**config.mk**
```make
export PLATFORM = sky130hd
export DESIGN_NAME = burst_expand
export DESIGN_NICKNAME = d
export VERILOG_FILES = /design/src/rtl/burst_expand.sv
export SDC_FILE = /design/constraint.sdc
export NUM_CORES = 1
export LEC_CHECK = 0
export BUFFER_PORTS_ARGS = -buffer_cell sky130_fd_sc_hd__buf_2
export CAP_MARGIN = 15
export CORE_MARGIN = 2
export CORE_UTILIZATION = 46
export DETAILED_ROUTE_END_ITERATION = 8
export PLACE_DENSITY = 0.77
export SLEW_MARGIN = 20
export SYNTH_ARGS = -nofsm -noshare
export SYNTH_HDL_FRONTEND = slang
export SYNTH_SLANG_ARGS = --single-unit
export TNS_END_PERCENT = 100
```
**constraint.sdc**
```tcl
create_clock -name clk -period 2 [get_ports clk]
set_input_delay 0.3 -clock clk [delete_from_list [all_inputs] [get_ports clk]]
set_output_delay 0.3 -clock clk [all_outputs]
set_load 0.01 [all_outputs]
```
**src/rtl/burst_expand.sv**
```systemverilog
// Expands {burst_len, base_addr} descriptors into one word address per beat,
// sustaining one beat per cycle with back-to-back bursts chained without bubbles.
module burst_expand #(
    parameter int AddrWidth         = 64,
    parameter int DataWidthBytesLog = 6,
    parameter int BurstLenWidth     = 8
) (
    input  logic                               clk,
    input  logic                               rst,
    input  logic [BurstLenWidth+AddrWidth-1:0] burst_dout,
    input  logic                               burst_empty_n,
    output logic                               burst_read,
    output logic [AddrWidth:0]                 addr_din,
    input  logic                               addr_full_n,
    output logic                               addr_write
);

    typedef enum logic {
        IDLE   = 1'b0,
        ACTIVE = 1'b1
    } state_e;

    // Step is a whole data word, so the byte-offset bits of base_addr never change.
    localparam logic [AddrWidth-1:0] AddrStep = AddrWidth'(1) << DataWidthBytesLog;

    state_e                   state_q, state_d;
    logic [AddrWidth-1:0]     cur_addr_q, cur_addr_d;
    logic [BurstLenWidth-1:0] remaining_q, remaining_d;

    logic active;
    logic last_beat;

    assign active     = (state_q == ACTIVE);
    assign last_beat  = (remaining_q == '0);
    assign addr_write = active & addr_full_n;
    assign addr_din   = {active & last_beat, cur_addr_q};
    assign burst_read = burst_empty_n & (~active | (addr_write & last_beat));

    always_comb begin
        // NOTE: every next-state signal gets a hold default first, so no latch is inferred.
        state_d     = state_q;
        cur_addr_d  = cur_addr_q;
        remaining_d = remaining_q;
        if (burst_read) begin
            // Covers both the idle pop and the chained pop on a last beat.
            state_d     = ACTIVE;
            cur_addr_d  = burst_dout[AddrWidth-1:0];
            remaining_d = burst_dout[BurstLenWidth+AddrWidth-1:AddrWidth];
        end else if (addr_write) begin
            if (last_beat) begin
                state_d = IDLE;
            end else begin
                cur_addr_d  = cur_addr_q + AddrStep;
                remaining_d = remaining_q - BurstLenWidth'(1);
            end
        end
    end

    always_ff @(posedge clk) begin
        // NOTE: non-blocking assignments so every register samples the same pre-edge values.
        if (rst) begin
            state_q     <= IDLE;
            cur_addr_q  <= '0;
            remaining_q <= '0;
        end else begin
            state_q     <= state_d;
            cur_addr_q  <= cur_addr_d;
            remaining_q <= remaining_d;
        end
    end

endmodule
```
After elaboration in Yosys (flattened, before gate mapping) --
Cells that the tools add are included. W data, S select, Z words.
Word-level totals: bits in registers 73, input bits 76, output and inout bits 67, logic and storage cells 26
Cells by class: $add $sub $neg 2, equal/unequal tests 1, muxes and demuxes 9, bitwise gates (word level) 6, reductions and logical operators 5
Operator list (count):
- $mux W64 | 3
- $add A64 B7 Y64 const B | 1
- $mux W8 | 3
- $logic_not A8 Y1 | 1
- $sub A8 B1 Y8 const B | 1
- $and A1 B1 Y1 | 4
- $reduce_and A2 Y1 | 2
- $reduce_bool A2 Y1 | 2
- $mux W1 | 3
- $ne A2 B2 Y1 const B | 1
- $not A1 Y1 | 1
- $or A1 B1 Y1 | 1

Longest topological paths before layout --
depth after elaboration 6, mapped depth 10, depth with buffers taken out 9

Worst setup path after synthesis --
OpenSTA, ideal clock, no wires.
path type register to register, start point reg remaining_q[0], end point reg cur_addr_q[20], setup time 0.091 ns, arrival time 2.156 ns, data required time 1.909 ns, setup slack -0.247 ns, cell stages (with the launch flop) 9, period minus slack after synthesis 2.247 ns, cells stage by stage dfxtp_1 inv_1 ha_1 nor4b_1 a21o_1 or3_1 or2_1 or3_1 a311oi_1
Between the ends: longest elaborated chain between the ends 6, elaborated cells on any way between the ends 8, those cells by class eq/ne: 1; mux: 1; bitwise: 3; reduce/logical: 3
Ends and longest elaborated chain:
- start, declared | line 28 | logic [BurstLenWidth-1:0] remaining_q, remaining_d;
- start signal, assigned | line 68 | remaining_q <= remaining_d;
- $logic_not A8 Y1 (*) | line 34 | assign last_beat = (remaining_q == '0);
- $and A1 B1 Y1 | line 37 | assign burst_read = burst_empty_n & (~active | (addr_write & last_beat));
- $or A1 B1 Y1 | line 37
- $and A1 B1 Y1 | line 37
- $ne A2 B2 Y1 (no line) or $reduce_bool A2 Y1 (tied branches)
- $reduce_and A2 Y1 (no line)
- end signal, assigned | line 67 | cur_addr_q <= cur_addr_d;
- end, declared | line 27 | logic [AddrWidth-1:0] cur_addr_q, cur_addr_d;
Every way passes the cells marked *; elsewhere a longest branch is shown, timed or not. A chain may end at the register's enable or synchronous reset.

Final worst setup path --
Ends and elaborated chain as after synthesis.

==> results by group <==
Critical path
  – Worst path required time: roughly 2.3 ns
  – Reg2Reg Depth: 8
  – Worst Setup Path Type: reg2reg
  – Critical Path AT: about 2.6 ns
  – Crit. End Element: register
  – CP Max Fanout: 4
  – Startpoint types: register

Floorplan
  – Die extent in y: 98.4 um
  – Row cnt: 34
  – CORE AREA: 0.00868 sq mm
  – Die width: roughly 98 um
  – Full die area: 0.00968 sq mm
  – Initial core utilization: 0.472
  – IO Pins: 143

Routing
  – Final wirelength: approximately 18000 um
  – Vias: 5500
  – DRC violations left: 0
  – Vias per cell: approximately 6.2
  – Antenna viol nets, final: 0
  – Drt wl/cell: 19.9 um
  – DR iter-0 viols: 397
  – Initial DRT Pass Iterations: 6

Clock network
  – H-Tree Depth: 3
  – CTS tree: yes
  – Clock buffer count from CTS: 9
  – Clk root buf: clkbuf_8
  – CTS Hold Bufs: 0
  – CTS max path bufs: 2
  – Worst skew pair latency: 0.38 ns
  – CTS sink cnt: 73
  – Clk slew on worst S/H paths: 0.09 ns

Placement
  – Post-DP Area: 0.00583 sq mm
  – Cells after DPL: 839
  – IO buf count: roughly 140
  – Worst Setup Slack post-DPL: -0.224 ns
  – Gp weighted congestion: 0.925
  – Detail Placement HPWL: about 11000 um

Layout
  – Share of cells above drive strength 1: 0.556
  – Final core area utilization: 0.793
  – Layout Nets: 854
  – Syn-to-layout area delta: 67.8%
  – Post-route cell area: 0.00688 sq mm
  – Finished Layout Cells: slightly below 900
  – Diodes inserted: 0

Synthesis
  – Yosys warns: 0
  – Syn_area_per_cell: 8.15 sq um
  – Top FF cell, synth: dfxtp_1
  – Syn Inst Count: around 500
  – Asr flop ratio synth: 0
  – Unique cell type count in the Yosys netlist: 47
  – Mapped Area: between 0.004 and 0.005 sq mm
  – Post-synthesis net count: 581
  – #FFs+latches synth: 73
  – Post-synth EDFFs: 0
  – Post-synthesis sequential area ratio: 0.357

STA
  – Rel. slew slack: 0.739
  – Crit share post-route: 1.18
  – Setup violators final: 35
  – Final Critical Period: 2.35 ns
  – RSZ-0062 raised after global routing: true
  – Worst-Margin Slew: 0.391 ns
  – Setup TNS: -2.66 ns
  – Max Clock Skew: 0.0115 ns
  – FMAX: 0.425 GHz
  – Endpoints failing hold: 0
  – Slew Viols, Final: 0
  – Hold Slack: 0.155 ns
  – Setup slack after layout: -0.354 ns

Power and ir drop
  – Leak: 2.98 nW
  – Peak supply drop: 0.461 mV
  – Overall power: 4.36 mW
  – Pwr Density: 634 mW/mm^2

Worst hold path
  – WHS Path Cells: 3
  – Hold Path Class: in2reg

Outcome
  – Outcome: complete, but fails checks
  – Failing checks: setup timing

Run
  – Max Cap Viol: 0

Global route
  – Number of global-route vias before repair: about 5200
  – Maximum number of pins on one net before global-route repair: 53
  – GRT Residual Overflow: 0
  – Global-route wire length before repair: 25000 um
  – Global-route usage over all layers: 0.318
  – Initial antenna violation count: 0
cell usage after synthesis, types with 8 or more instances:
cell type | count | area, sq um
dfxtp_1 | 73 | 1460
nor2_1 | 60 | 225
nand2_1 | 49 | 184
a211oi_1 | 43 | 323
nand4_1 | 29 | 181
xor2_1 | 28 | 245
nand3_1 | 27 | 135
clkbuf_1 | 20 | 75.1
xnor2_1 | 16 | 140
inv_1 | 12 | 45.0
a21oi_1 | 11 | 55.1
nor3_1 | 11 | 55.1
or3_1 | 11 | 68.8
a22oi_1 | 10 | 75.1
a31oi_1 | 9 | 56.3
and4_1 | 8 | 70.1
power by group:
part	internal, mW	switching, mW
clock	0.691	0.646
combinational	0.601	0.672
sequential	1.60	0.154
total	2.89	1.47
placed cells by master, fill, tap and decap left out, types with 5 or more instances in the layout:
master	netlist	layout
a21oi_1	11	9
nor4_4	3	7
nand3_2	2	5
buf_4	3	129
a22oi_1	10	8
a31oi_1	9	8
a211oi_2	1	17
clkbuf_8	0	10
nor2_1	60	58
inv_1	12	9
and3_1	7	5
dfxtp_2	0	17
xor2_1	28	25
nand4_1	29	29
nand2_2	2	5
buf_2	5	141
nor3_2	1	6
dfxtp_4	0	12
nand2_1	49	45
and4_1	8	5
or3_1	11	7
xnor2_1	16	14
o21ai_0	6	6
nand3_1	27	21
a211oi_1	43	26
buf_6	0	20
dfxtp_1	73	44
final timing paths:
kind,startpoint,endpoint,slack [ns]
worst max-delay path,remaining_q[0],cur_addr_q[20],-0.35
worst min-delay path,burst_dout[0],cur_addr_q[0],0.16
worst max register to register,remaining_q[0],cur_addr_q[20],-0.35
worst min register to register,cur_addr_q[5],cur_addr_q[5],0.46
per-layer routing:
layer,share of wire,vias to the layer above,global-route usage
met5,0,-,0
met4,0.056,0,0.142
met3,0.088,117,0.0816
met2,0.49,382,0.541
met1,0.37,2583,0.378
li1,-,2418,-
final cells by class:
| type | instances | area (sq um) |
|---|---|---|
| flip-flops and latches | 73 | 1530 |
| fillers | 499 | 1800 |
| clock inverters | 5 | 60.1 |
| repair buffers | 291 | 1920 |
| well taps | 108 | 135 |
| inverters | 12 | 52.6 |
| multi-input cells | 389 | 3020 |
| clock buffers | 11 | 163 |
cell families after synthesis:
logic type | count (synthesis) | synth area share
DFF | 73 | 0.357
and+or+nand+nor | 241 | 0.322
buffers and inverters | 41 | 0.0421
xor gates and xnor gates | 44 | 0.0940
adders and majority gates | 2 | 0.00611
AOI/OAI and AO/OA | 102 | 0.179
state kept, by name, indices dropped and copies added (netlist names):
signal / count
active: 1
cur_addr_q: 64
remaining_q: 8
critical path, cell delays in order, from the launching register on:
cell and delay, ns:
dfxtp_2 0.35, inv_2 0.05, ha_4 0.15, nor4b_4 0.13, a21o_1 0.26, or3_4 0.36
or2_1 0.24, or3_1 0.34, a311oi_1 0.35
timing repair:
action	4_1_cts	5_1_grt
resized for setup	60	71
endpoints found under the setup margin	37	62
setup buffers	25	17
pin swaps	49	58
cloned	0	0
Power figures use the tool's default switching activity.
